File: src/rtl/branch_resolve_if.sv
// ID/EX -> EX -> MEM bundle for the branch resolution stage.
// The slave side is the resolver; the master side is whatever drives the
// instruction in and consumes the resolved result.
interface branch_resolve_if;
  // Instruction side (ID/EX)
  logic        valid_i;
  logic        ready_o;
  logic        is_branch_i;
  logic        is_jal_i;
  logic        is_jalr_i;
  logic [2:0]  funct3_i;
  logic [31:0] pc_i;
  logic [31:0] imm_i;
  logic [31:0] rs1_data_i;
  logic [31:0] rs2_data_i;

  // Result side (MEM) plus fetch redirect and status
  logic        valid_o;
  logic        ready_i;
  logic        taken_o;
  logic [31:0] link_o;
  logic        redirect_o;
  logic [31:0] redirect_pc_o;
  logic        excp_o;
  logic        squash_o;
  logic [31:0] br_cnt_o;
  logic [31:0] taken_cnt_o;

  modport slave (
    input  valid_i, is_branch_i, is_jal_i, is_jalr_i, funct3_i,
           pc_i, imm_i, rs1_data_i, rs2_data_i, ready_i,
    output ready_o, valid_o, taken_o, link_o, redirect_o, redirect_pc_o,
           excp_o, squash_o, br_cnt_o, taken_cnt_o
  );

  modport master (
    output valid_i, is_branch_i, is_jal_i, is_jalr_i, funct3_i,
           pc_i, imm_i, rs1_data_i, rs2_data_i, ready_i,
    input  ready_o, valid_o, taken_o, link_o, redirect_o, redirect_pc_o,
           excp_o, squash_o, br_cnt_o, taken_cnt_o
  );
endinterface

File: src/rtl/branch_resolve.sv
// EX-stage branch/jump resolution for the RV32I core.
// Evaluates the branch condition from the magnitude comparator, computes the
// target, pulses a one-cycle fetch redirect, drops KILL_CNT younger wrong-path
// instructions and hands the result to MEM through a registered valid/ready
// stage. Also keeps wrapping counts of resolved and taken transfers.

// Magnitude comparator shared with the rest of the core.
module mag_compare #(
  parameter int W = 32
) (
  input  logic [W-1:0] a_i,
  input  logic [W-1:0] b_i,
  input  logic         signed_i,
  output logic         less_o,
  output logic         equal_o
);
  assign less_o  = signed_i ? ($signed(a_i) < $signed(b_i)) : (a_i < b_i);
  assign equal_o = (a_i == b_i);
endmodule

module branch_resolve #(
  parameter int KILL_CNT = 2,   // younger accepted instructions dropped after a redirect (0..7)
  parameter int XLEN     = 32   // only 32 is supported
) (
  input  logic            clk_i,
  input  logic            rst_i,
  branch_resolve_if.slave bus
);

  localparam logic [2:0] KILL_LD = 3'(KILL_CNT);

  // Handshake and squash control
  logic            accept;
  logic            squash;
  logic            load;
  logic [2:0]      sq_cnt;

  // Condition / target evaluation
  logic            less;
  logic            equal;
  logic            cond;
  logic            bad_f3;
  logic            is_ctrl;
  logic            raw_taken;
  logic            misalign;
  logic            taken_nx;
  logic            excp_nx;
  logic [XLEN-1:0] pc_sum;
  logic [XLEN-1:0] jalr_sum;
  logic [XLEN-1:0] target;

  // Registered outputs
  logic            valid_q;
  logic            taken_q;
  logic            excp_q;
  logic [XLEN-1:0] link_q;
  logic            redirect_q;
  logic [XLEN-1:0] redirect_pc_q;
  logic [XLEN-1:0] br_cnt_q;
  logic [XLEN-1:0] taken_cnt_q;

  // funct3[1] = 1 selects the unsigned compares (LTU/GEU).
  mag_compare #(.W(XLEN)) u_cmp (
    .a_i      (bus.rs1_data_i),
    .b_i      (bus.rs2_data_i),
    .signed_i (~bus.funct3_i[1]),
    .less_o   (less),
    .equal_o  (equal)
  );

  assign bus.ready_o = ~valid_q | bus.ready_i;
  assign accept      = bus.valid_i & bus.ready_o;
  assign squash      = accept & (sq_cnt != 3'd0);
  assign load        = accept & ~squash;
  assign bus.squash_o = squash;

  // Decode the branch condition; 010/011 have no branch meaning.
  always_comb begin
    // NOTE: every signal written here gets a default first, so no path can infer a latch.
    cond   = 1'b0;
    bad_f3 = 1'b0;
    case (bus.funct3_i)
      3'b000:         cond = equal;
      3'b001:         cond = ~equal;
      3'b100, 3'b110: cond = less;
      3'b101, 3'b111: cond = ~less;
      default:        bad_f3 = 1'b1;
    endcase
  end

  // JALR targets drop bit 0; everything else is PC-relative. Sums wrap.
  assign pc_sum   = bus.pc_i + bus.imm_i;
  assign jalr_sum = bus.rs1_data_i + bus.imm_i;
  assign target   = bus.is_jalr_i ? {jalr_sum[XLEN-1:1], 1'b0} : pc_sum;

  assign is_ctrl   = bus.is_branch_i | bus.is_jal_i | bus.is_jalr_i;
  assign raw_taken = bus.is_jal_i | bus.is_jalr_i
                   | (bus.is_branch_i & cond & ~bad_f3);
  // A taken transfer to a non-word-aligned target becomes an exception instead.
  assign misalign  = raw_taken & target[1];
  assign taken_nx  = raw_taken & ~misalign;
  assign excp_nx   = (bus.is_branch_i & bad_f3) | misalign;

  // Output register: load on a kept accept, empty on drain, hold while stalled.
  always_ff @(posedge clk_i or posedge rst_i) begin
    // NOTE: sequential state uses non-blocking assignments so every flop samples pre-edge values.
    if (rst_i) begin
      valid_q <= 1'b0;
      taken_q <= 1'b0;
      excp_q  <= 1'b0;
      link_q  <= '0;
    end else if (load) begin
      valid_q <= 1'b1;
      taken_q <= taken_nx;
      excp_q  <= excp_nx;
      link_q  <= bus.pc_i + 32'd4;
    end else if (bus.ready_o) begin
      valid_q <= 1'b0;
    end
  end

  // Redirect pulse lines up with valid_o rising; the target is held between pulses.
  always_ff @(posedge clk_i or posedge rst_i) begin
    if (rst_i) begin
      redirect_q    <= 1'b0;
      redirect_pc_q <= '0;
    end else begin
      redirect_q <= load & taken_nx;
      if (load & taken_nx) redirect_pc_q <= target;
    end
  end

  // Wrong-path kill counter: armed by a redirect, counts down per dropped beat.
  always_ff @(posedge clk_i or posedge rst_i) begin
    if (rst_i) begin
      sq_cnt <= 3'd0;
    end else if (load & taken_nx) begin
      sq_cnt <= KILL_LD;
    end else if (squash) begin
      sq_cnt <= sq_cnt - 3'd1;
    end
  end

  // Performance counters advance on the same edge the output register loads.
  always_ff @(posedge clk_i or posedge rst_i) begin
    if (rst_i) begin
      br_cnt_q    <= '0;
      taken_cnt_q <= '0;
    end else if (load & is_ctrl) begin
      br_cnt_q <= br_cnt_q + 32'd1;
      if (taken_nx) taken_cnt_q <= taken_cnt_q + 32'd1;
    end
  end

  assign bus.valid_o       = valid_q;
  assign bus.taken_o       = taken_q;
  assign bus.excp_o        = excp_q;
  assign bus.link_o        = link_q;
  assign bus.redirect_o    = redirect_q;
  assign bus.redirect_pc_o = redirect_pc_q;
  assign bus.br_cnt_o      = br_cnt_q;
  assign bus.taken_cnt_o   = taken_cnt_q;

endmodule

File: src/flat_wrapper.sv
// flat-port wrapper written by rule: the top's interface ports become plain ports
module branch_resolve_flat 
#(
  parameter int KILL_CNT = 2,                                                                   
  parameter int XLEN     = 32                          
)
  (clk_i, rst_i, bus_valid_i, bus_is_branch_i, bus_is_jal_i, bus_is_jalr_i, bus_funct3_i, bus_pc_i, bus_imm_i, bus_rs1_data_i, bus_rs2_data_i, bus_ready_i, bus_ready_o, bus_valid_o, bus_taken_o, bus_link_o, bus_redirect_o, bus_redirect_pc_o, bus_excp_o, bus_squash_o, bus_br_cnt_o, bus_taken_cnt_o);
  branch_resolve_if bus_i ();
  input  logic clk_i;
  input  logic rst_i;
  input wire logic [$bits(bus_i.valid_i)-1:0] bus_valid_i;
  input wire logic [$bits(bus_i.is_branch_i)-1:0] bus_is_branch_i;
  input wire logic [$bits(bus_i.is_jal_i)-1:0] bus_is_jal_i;
  input wire logic [$bits(bus_i.is_jalr_i)-1:0] bus_is_jalr_i;
  input wire logic [$bits(bus_i.funct3_i)-1:0] bus_funct3_i;
  input wire logic [$bits(bus_i.pc_i)-1:0] bus_pc_i;
  input wire logic [$bits(bus_i.imm_i)-1:0] bus_imm_i;
  input wire logic [$bits(bus_i.rs1_data_i)-1:0] bus_rs1_data_i;
  input wire logic [$bits(bus_i.rs2_data_i)-1:0] bus_rs2_data_i;
  input wire logic [$bits(bus_i.ready_i)-1:0] bus_ready_i;
  output wire logic [$bits(bus_i.ready_o)-1:0] bus_ready_o;
  output wire logic [$bits(bus_i.valid_o)-1:0] bus_valid_o;
  output wire logic [$bits(bus_i.taken_o)-1:0] bus_taken_o;
  output wire logic [$bits(bus_i.link_o)-1:0] bus_link_o;
  output wire logic [$bits(bus_i.redirect_o)-1:0] bus_redirect_o;
  output wire logic [$bits(bus_i.redirect_pc_o)-1:0] bus_redirect_pc_o;
  output wire logic [$bits(bus_i.excp_o)-1:0] bus_excp_o;
  output wire logic [$bits(bus_i.squash_o)-1:0] bus_squash_o;
  output wire logic [$bits(bus_i.br_cnt_o)-1:0] bus_br_cnt_o;
  output wire logic [$bits(bus_i.taken_cnt_o)-1:0] bus_taken_cnt_o;
  assign bus_i.valid_i = bus_valid_i;
  assign bus_i.is_branch_i = bus_is_branch_i;
  assign bus_i.is_jal_i = bus_is_jal_i;
  assign bus_i.is_jalr_i = bus_is_jalr_i;
  assign bus_i.funct3_i = bus_funct3_i;
  assign bus_i.pc_i = bus_pc_i;
  assign bus_i.imm_i = bus_imm_i;
  assign bus_i.rs1_data_i = bus_rs1_data_i;
  assign bus_i.rs2_data_i = bus_rs2_data_i;
  assign bus_i.ready_i = bus_ready_i;
  assign bus_ready_o = bus_i.ready_o;
  assign bus_valid_o = bus_i.valid_o;
  assign bus_taken_o = bus_i.taken_o;
  assign bus_link_o = bus_i.link_o;
  assign bus_redirect_o = bus_i.redirect_o;
  assign bus_redirect_pc_o = bus_i.redirect_pc_o;
  assign bus_excp_o = bus_i.excp_o;
  assign bus_squash_o = bus_i.squash_o;
  assign bus_br_cnt_o = bus_i.br_cnt_o;
  assign bus_taken_cnt_o = bus_i.taken_cnt_o;
  branch_resolve #(.KILL_CNT(KILL_CNT), .XLEN(XLEN)) u_core (.clk_i(clk_i), .rst_i(rst_i), .bus(bus_i));
endmodule
File: config.mk
export PLATFORM = sky130hd
export DESIGN_NAME = branch_resolve_flat
export DESIGN_NICKNAME = d
export VERILOG_FILES = /design/src/rtl/branch_resolve_if.sv /design/src/rtl/branch_resolve.sv /design/src/flat_wrapper.sv
export SDC_FILE = /design/constraint.sdc
export NUM_CORES = 1
export LEC_CHECK = 0
export ABC_AREA = 1
export BUFFER_PORTS_ARGS = -buffer_cell sky130_fd_sc_hd__buf_2
export CAP_MARGIN = 20
export CORE_ASPECT_RATIO = 0.7
export CORE_MARGIN = 4
export CORE_UTILIZATION = 60
export CTS_CLUSTER_DIAMETER = 60
export DETAILED_ROUTE_END_ITERATION = 8
export GPL_TIMING_DRIVEN = 0
export PLACE_DENSITY = 0.86
export SETUP_SLACK_MARGIN = 0.02
export SLEW_MARGIN = 25
export SYNTH_ARGS = -nofsm -noshare
export SYNTH_HDL_FRONTEND = slang
export SYNTH_SLANG_ARGS = --single-unit
File: constraint.sdc
create_clock -name clk_i -period 10 [get_ports clk_i]
set_clock_uncertainty 0.2 [all_clocks]
set_input_delay 0.5 -clock clk_i [delete_from_list [all_inputs] [get_ports clk_i]]
set_output_delay 0.5 -clock clk_i [all_outputs]
set_load 0.02 [all_outputs]
== Word level (Yosys, flattened, before mapping) ==
Index checks and enable logic that the tools add are counted.

* Register bits: 135
* Logic and storage cells: 60

* Bitwise logic cells: 21
* Add/sub/neg operators: 6
* Reductions and logical operators: 8
* Eq/ne operators: 6
* $lt $le $gt $ge: 2
* Mux-type cells: 8

{| class="wikitable"
|+ Operators by type and width
! cell !! number
|-
| 32-bit by 1-bit adder with 32-bit output (second input constant) || 2
|-
| 32-bit adder || 2
|-
| 32-bit < comparator || 2
|-
| 32-bit by 3-bit adder with 32-bit output (second input constant) || 1
|-
| 32-bit equality test || 1
|-
| 32-bit 2-to-1 mux || 1
|-
| 3-bit equality test (second input constant) || 4
|-
| 1-bit bitwise AND || 10
|-
| 3-bit 2-to-1 mux || 2
|-
| 1-bit OR || 6
|-
| 6-bit OR reduction || 1
|-
| 1-bit inverter || 5
|-
| 1-bit 2-to-1 mux || 4
|-
| 1-bit case mux with 4 select lines || 1
|-
| 2-bit nonzero test || 2
|-
| 2-bit OR reduction || 2
|-
| 3-bit by 1-bit equality test with 1-bit output (second input constant) || 1
|-
| 3-bit logical NOT || 1
|-
| 3-bit nonzero test || 1
|-
| 3-bit by 1-bit subtractor with 3-bit output (second input constant) || 1
|-
| 2-bit AND reduction || 1
|}

== Depth between registers and ports, before layout ==
* Depth in word-level cells: 12
* Depth in mapped cells: 24
* Gate-level depth less buffers: 22

== Cells and area by module ==
From an unflattened synthesis, not the netlist that was laid out.

* Cell total of the unflattened synthesis: 1988
* Area total of the unflattened synthesis: 12485.7 um2

{| class="wikitable"
|+ By module, submodules not included
! module !! times used !! cells each !! area an instance (um2)
|-
| branch_resolve || 1 || 1841 || 11579.9
|-
| mag_compare || 1 || 147 || 905.9
|}

== Worst setup path before layout ==
OpenSTA, ideal clock, no wires.

* Kind: input to register
* Start point: in bus_imm_i[0]
* End point: reg u_core.redirect_pc_q[26], in the netlist u_core.bus.redirect_pc_o[26]
* Stages: 16
* Setup slack: 7321 ps
* Required time: 9684 ps
* Path buffers: 0
* Arrival time: 2362 ps
* Cells stage by stage: ha_1 -> inv_1 -> fa_1 -> or2_1 -> o21ai_1 -> inv_1 -> o21ai_2 -> inv_1 -> o21ai_1 -> nand3_1 -> nand3_1 -> nand2_1 -> nand3_1 -> nand2_1 -> nand2_1 -> nand2_1

* Cells in the longest elaborated chain, start to end: 6

{| class="wikitable"
|+ RTL lines
! element !! RTL line !! source
|-
| start: declaration || flat_wrapper.sv:17 || <nowiki>input wire logic [$bits(bus_i.imm_i)-1:0] bus_imm_i;</nowiki>
|-
| 32-bit adder (on tied branches) || branch_resolve.sv:92, branch_resolve.sv:93 ||
|-
| 32-bit 2-to-1 mux * || branch_resolve.sv:94 || <nowiki>assign target = bus.is_jalr_i ? {jalr_sum[XLEN-1:1], 1'b0} : pc_sum;</nowiki>
|-
| 1-bit bitwise AND || branch_resolve.sv:100 || <nowiki>assign misalign = raw_taken & target[1];</nowiki>
|-
| 1-bit inverter || branch_resolve.sv:101 || <nowiki>assign taken_nx = raw_taken & ~misalign;</nowiki>
|-
| 1-bit bitwise AND || branch_resolve.sv:101 ||
|-
| 1-bit bitwise AND || branch_resolve.sv:129 || <nowiki>if (load & taken_nx) redirect_pc_q <= target;</nowiki>
|-
| end signal: assignment || branch_resolve.sv:129 ||
|-
| end: declaration || branch_resolve.sv:58 || <nowiki>logic [XLEN-1:0] redirect_pc_q;</nowiki>
|}

Mark *: on every way between the ends. The rest lies on a longest branch, timed or not.
A chain may end at the register's enable or synchronous reset.

== Worst setup path in the final report ==
* Start point: in bus_rs1_data_i[31]
* End point: reg u_core.taken_cnt_q[5], in the netlist u_core.bus.taken_cnt_o[5]

* Cells in the longest elaborated chain, start to end: 11

{| class="wikitable"
|+ RTL lines
! element !! RTL line !! source
|-
| start: declaration || flat_wrapper.sv:18 || <nowiki>input wire logic [$bits(bus_i.rs1_data_i)-1:0] bus_rs1_data_i;</nowiki>
|-
| 32-bit < comparator || branch_resolve.sv:17 || <nowiki>assign less_o = signed_i ? ($signed(a_i) < $signed(b_i)) : (a_i < b_i);</nowiki>
|-
| 1-bit 2-to-1 mux || branch_resolve.sv:17 ||
|-
| 1-bit inverter || branch_resolve.sv:86 || <nowiki>3'b101, 3'b111: cond = ~less;</nowiki>
|-
| 1-bit case mux with 4 select lines * || branch_resolve.sv:82 || <nowiki>case (bus.funct3_i)</nowiki>
|-
| 1-bit bitwise AND * (2 in a row) || branch_resolve.sv:98 || <nowiki>| (bus.is_branch_i & cond & ~bad_f3);</nowiki>
|-
| 1-bit OR * || branch_resolve.sv:98 ||
|-
| 1-bit bitwise AND || branch_resolve.sv:100 ||
|-
| 1-bit inverter || branch_resolve.sv:101 ||
|-
| 1-bit bitwise AND * || branch_resolve.sv:101 ||
|-
| 2-bit AND reduction (no line) * || - ||
|-
| end signal: assignment || branch_resolve.sv:151 || <nowiki>if (taken_nx) taken_cnt_q <= taken_cnt_q + 32'd1;</nowiki>
|-
| end: declaration || branch_resolve.sv:60 || <nowiki>logic [XLEN-1:0] taken_cnt_q;</nowiki>
|}

Marks and branches as above.

==> results.md <==
Status:
- The run finished with clean final reports.

Power:
- Of the total power, the share spent switching nets is 0.4359.
- The internal power component is between 1 and 1.5 mW.
- Dividing total power by cell area gives a power density of ~180 nW/um2.
- The sequential group share of total power is 0.321.
- The total leakage power is 7.640 nW.
- In this run the power spent charging and discharging nets is 1.113 mW.
- The relative contribution of the clock network to total power is 0.266.
- Overall power consumption after layout is estimated at about 2.6 mW.
- VDD sags by at most 167.8 uV.
- The combinational share of power is 0.413.

Clocking:
- The CTS sink count is 135.
- The number of hold buffers added after cts is 1.
- The clock latency reported for the late side of the worst-skew pair is roughly 420 ps.
- The clock tree from TritonCTS is yes.
- The H-tree was split into 4 levels.
- The total of cells resized after clock tree synthesis is 0.
- The clock passes through at most 2 buffers.
- After clock tree synthesis, the setup repair step added 0 buffers.
- The cell chosen for the clock root is sky130_fd_sc_hd__clkbuf_16.
- The total clock buffers created by CTS is 17.
- After clock tree synthesis, the clock-pin slew on the worst setup and hold paths is ~70 ps.

Synth:
- The share of the synthesized area in the top cell type is 0.2868.
- The proportion of synthesized flip-flops having asynchronous set or reset is 1.000.
- The dominant cell type by area after synthesis is sky130_fd_sc_hd__dfrtp_1.
- The number of nets handed over by synthesis was 2010.
- The number of enable flip-flop cells after synthesis is 0.
- Of the synthesized area, sequential elements account for 0.2868.
- The prevailing post-synth register cell is sky130_fd_sc_hd__dfrtp_1.
- Yosys printed 0 warnings.
- In the post-synthesis netlist, the biggest area contributors are sky130_fd_sc_hd__dfrtp_1 29%, sky130_fd_sc_hd__nand2_1 17%, sky130_fd_sc_hd__ha_1 10%.
- In this run the mean area of a mapped cell was 6.648 um2.
- Synthesis inferred 135 register bits.
- The post-synthesis cell area is 11780 um2.
- In the synthesized netlist, the number of instances is 1772.
- After synthesis, the netlist uses 45 different library cells.

Floorplanning:
- The area enclosed by the die boundary is 21970 um2.
- 272 I/O pins were placed.
- The height of the die is 125.2 um.
- The initialized floorplan defines 42 standard-cell rows.
- The floorplan step set the die width to about 180 um.
- The initial utilization of the core area, before any placement, comes to 0.6175.
- The region available for standard cell placement spans 19080 um2.

STA:
- After layout, the worst setup slack is 6835 ps.
- Setup repair after global routing left no endpoint under its margin.
- The final number of max-transition violations came to 0.
- Setup violations remaining at the end of the flow were counted as 0.
- The slew of the pin with the lowest slew margin is ~910 ps.
- Timing would allow up to between 0.3 and 0.4 GHz.
- The fraction of the cycle the final worst path needs is 0.3165.
- Hold timing on the final database bottoms out at a slack of 127.4 ps.
- The shortest clock period the worst path allows after layout is 3165 ps.
- The number of failing hold endpoints at the final stage is 0.
- The tightest slew margin relative to the limit is 0.3879.
- After routing, the total negative slack on setup checks comes to 0 ps.

Placement:
- In this run, placement finished with an instance count of 2308.
- The HPWL reported at the end of detailed placement is around 35 mm.
- The port buffer count is approximately 270.
- The final weighted congestion in routability-driven placement is around 1.
- Once placement finished, the instance area stood at 13500 um2.
- The setup slack after placement is between 6000 and 7000 ps.

Setup path:
- The kind of end point of the critical path is a flip-flop.
- The largest single stage delay on the critical path is around 450 ps.
- The critical path goes through buf_2, ha_1, nand2_1, nor2_1, nand2_1, nor2_1, nand2_1, nand2_1, nand2_1, nand3_1, nand2_1, nand2_1, nand2_1, nand3_2, clkbuf_1, o21ai_0.
- Across all register-to-register paths, the minimum setup slack is 7110 ps.
- The number of cells on the worst reg-to-reg path is 13.
- The cell that appears most often on the critical path is sky130_fd_sc_hd__nand2_1.
- The worst register-to-register path begins at u_core.sq_cnt[0].
- The slowest cell on the critical path is sky130_fd_sc_hd__ha_1.
- The most critical setup path has its startpoint at bus_rs1_data_i[31].
- The cell type group with the largest total delay on the critical path is simple AND/OR/NAND/NOR gates.
- In this run the worst setup path terminates at u_core.bus.taken_cnt_o[5].
- The worst path arrival time is 3230 ps.
- The number of buffers and inverters on the critical path is 2.
- The instance count on the critical path is 16.
- For the worst setup path, the data required time is 10070 ps.
- The highest net fanout along the worst path is 10.
- STA classifies the critical path startpoint as an input port.
- By startpoint and endpoint, the worst setup path is classified as input port to flip-flop.
- The end of the worst register-to-register path is u_core.bus.br_cnt_o[25].

Min path:
- The path type of the worst min-delay path is input port to flip-flop.
- The startpoint of the worst hold path is bus_pc_i[0].

Final layout:
- The fraction of layout instances using a drive strength above 1 is 0.1633.
- Measured on the finished design, the core utilization comes to 0.7407.
- The final design area excluding fillers is about 14000 um2.
- In the final design database the tool counted 2302 nets.
- Leaving out filler cells and counting taps, the final layout contains 2341.
- The relative area change from synthesis to final layout is 19.95%.

Drt:
- The first detailed-routing pass took 8 iterations.
- For this run, design rule violations remaining after detail routing come to 0.
- The detail route stage leaves a number of antenna-violating nets equal to 0.
- The number of DRC markers in iteration 0 is around 2100.
- The routed layout has 13780 vias.
- In the routed layout, each cell is associated on average with a via count of roughly 5.9.
- In the final routed layout, each cell accounts on average for 18.76 um.
- The final wirelength is 43.91 mm.

Global route:
- The first global-routing pass estimated 67.84 mm of wire.
- The pin count of the biggest net entering global routing is 71.
- Summed over all layers, the global routing overflow is 0.
- After global routing, the most crowded layer is met1.
- The global routing met1 resource utilization is 0.5834.
- The total track usage is 0.3854.
- The via count of the first global-routing pass is ~13000.
- For met3 alone, demand over resource in global routing was 0.1095.
- The routing usage on met2 is 0.5574.
- The number of antenna violations at the first check in global routing is 3.

Flow run:
- The number of max-capacitance violations reported is 0.
## logic make-up (layout without fill, tap and decap cells)
kind of cell / count (synthesis) / after routing / share of synthesized area
other: 0 / 1 / 0
AND/OR/NAND/NOR: 906 / 906 / 0.3234
XOR/XNOR: 93 / 93 / 0.06914
AO/OA/AOI/OAI: 291 / 291 / 0.1314
flip-flops: 135 / 135 / 0.2868
buffers and inverters: 247 / 551 / 0.08178
adder cells (fa/ha/maj): 100 / 100 / 0.1075
## area by class of cell
class | instances | area [um2]
Buffer | 29 | 145.1
Inverter | 218 | 825.8
Sequential cell | 135 | 3378
Multi-Input combinational cell | 1390 | 7438
Antenna cell | 1 | 2.502
Tap cell | 264 | 330.3
Timing Repair Buffer | 273 | 1394
Fill cell | 1492 | 4946
Clock buffer | 17 | 425.4
Clock inverter | 14 | 190.2
## cell usage after synthesis, types with 8 or more instances
cell type	number
sky130_fd_sc_hd__nor3_1	29
sky130_fd_sc_hd__ha_1	98
sky130_fd_sc_hd__nand3_1	76
sky130_fd_sc_hd__o21ai_0	119
sky130_fd_sc_hd__buf_2	8
sky130_fd_sc_hd__nor2_1	181
sky130_fd_sc_hd__xnor2_1	43
sky130_fd_sc_hd__a21oi_1	128
sky130_fd_sc_hd__nand2_1	540
sky130_fd_sc_hd__inv_1	217
sky130_fd_sc_hd__a31oi_1	8
sky130_fd_sc_hd__nor4_1	16
sky130_fd_sc_hd__dfrtp_1	135
sky130_fd_sc_hd__clkbuf_1	12
sky130_fd_sc_hd__nand4_1	41
sky130_fd_sc_hd__xor2_1	50
sky130_fd_sc_hd__o21bai_1	8
## per-layer routing
metal  up-vias  share of wire  routed length [um]
met5         -        0.00091                  40
met1      6303           0.44               19170
met3        89           0.14                6181
met2       996           0.40               17750
li1       6386              -                   -
met4         6          0.018                 769
## worst reg2reg max path, cell delays in order (launching register included)
cell and delay [ps]:
sky130_fd_sc_hd__dfrtp_1 380, sky130_fd_sc_hd__inv_1 120, sky130_fd_sc_hd__ha_1 160, sky130_fd_sc_hd__inv_1 70, sky130_fd_sc_hd__nor3_4 460, sky130_fd_sc_hd__nand2_2 130
sky130_fd_sc_hd__buf_6 180, sky130_fd_sc_hd__nor2_2 140, sky130_fd_sc_hd__nand2_1 110, sky130_fd_sc_hd__nor2_1 230, sky130_fd_sc_hd__inv_1 120, sky130_fd_sc_hd__nor2_1 190
sky130_fd_sc_hd__nand3_1 130, sky130_fd_sc_hd__xnor2_1 150
## worst min path at each step
stage / to / slack (ps) / cells after the start
floorplan: u_core.sq_cnt[0] / 270 / 2
global placement: u_core.bus.redirect_pc_o[1] / 250 / 2
detailed placement: u_core.bus.redirect_pc_o[1] / 250 / 2
CTS: u_core.bus.link_o[0] / 130 / 3
global route: u_core.bus.link_o[0] / 160 / 3
finish: u_core.bus.link_o[0] / 130 / 3
## power by group through the flow
stage / registers (mW) / logic [mW] / clock network [mW]
after global routing: 0.834 / 1.14 / 0.702
after detailed placement: 0.820 / 1.02 / 0
after global placement: 0.813 / 0.990 / 0
after floorplan: 0.992 / 0.460 / 0
after CTS: 0.814 / 1.04 / 0.674
final: 0.820 / 1.05 / 0.680
## sequential cells by signal (all words and copies together) (netlist names)
register,flops
u_core.sq_cnt,3
u_core.bus.valid_o,1
u_core.bus.link_o,32
u_core.bus.excp_o,1
u_core.bus.taken_o,1
u_core.bus.redirect_pc_o,32
u_core.bus.redirect_o,1
u_core.bus.taken_cnt_o,32
u_core.bus.br_cnt_o,32
## cell usage in the layout, fill, tap and decap left out, types with 3 or more instances in the layout
cell type and instances:
sky130_fd_sc_hd__nand2_1 540, sky130_fd_sc_hd__buf_2 279, sky130_fd_sc_hd__inv_1 216, sky130_fd_sc_hd__nor2_1 181
sky130_fd_sc_hd__dfrtp_1 135, sky130_fd_sc_hd__a21oi_1 128, sky130_fd_sc_hd__o21ai_0 119, sky130_fd_sc_hd__ha_1 98
sky130_fd_sc_hd__nand3_1 76, sky130_fd_sc_hd__xor2_1 50, sky130_fd_sc_hd__xnor2_1 43, sky130_fd_sc_hd__nand4_1 41
sky130_fd_sc_hd__nor3_1 29, sky130_fd_sc_hd__clkbuf_16 17, sky130_fd_sc_hd__nor4_1 16, sky130_fd_sc_hd__clkbuf_1 12
sky130_fd_sc_hd__a31oi_1 8, sky130_fd_sc_hd__o21bai_1 8, sky130_fd_sc_hd__a21o_1 6, sky130_fd_sc_hd__o21a_1 6
sky130_fd_sc_hd__o21ai_1 5, sky130_fd_sc_hd__buf_4 5, sky130_fd_sc_hd__inv_6 5, sky130_fd_sc_hd__inv_8 4
sky130_fd_sc_hd__nand2_2 3, sky130_fd_sc_hd__nor3_2 3, sky130_fd_sc_hd__buf_1 3, sky130_fd_sc_hd__o31ai_1 3
sky130_fd_sc_hd__o211ai_1 3, sky130_fd_sc_hd__bufinv_16 3, sky130_fd_sc_hd__clkinvlp_4 3
Power figures use the tool's default switching activity.
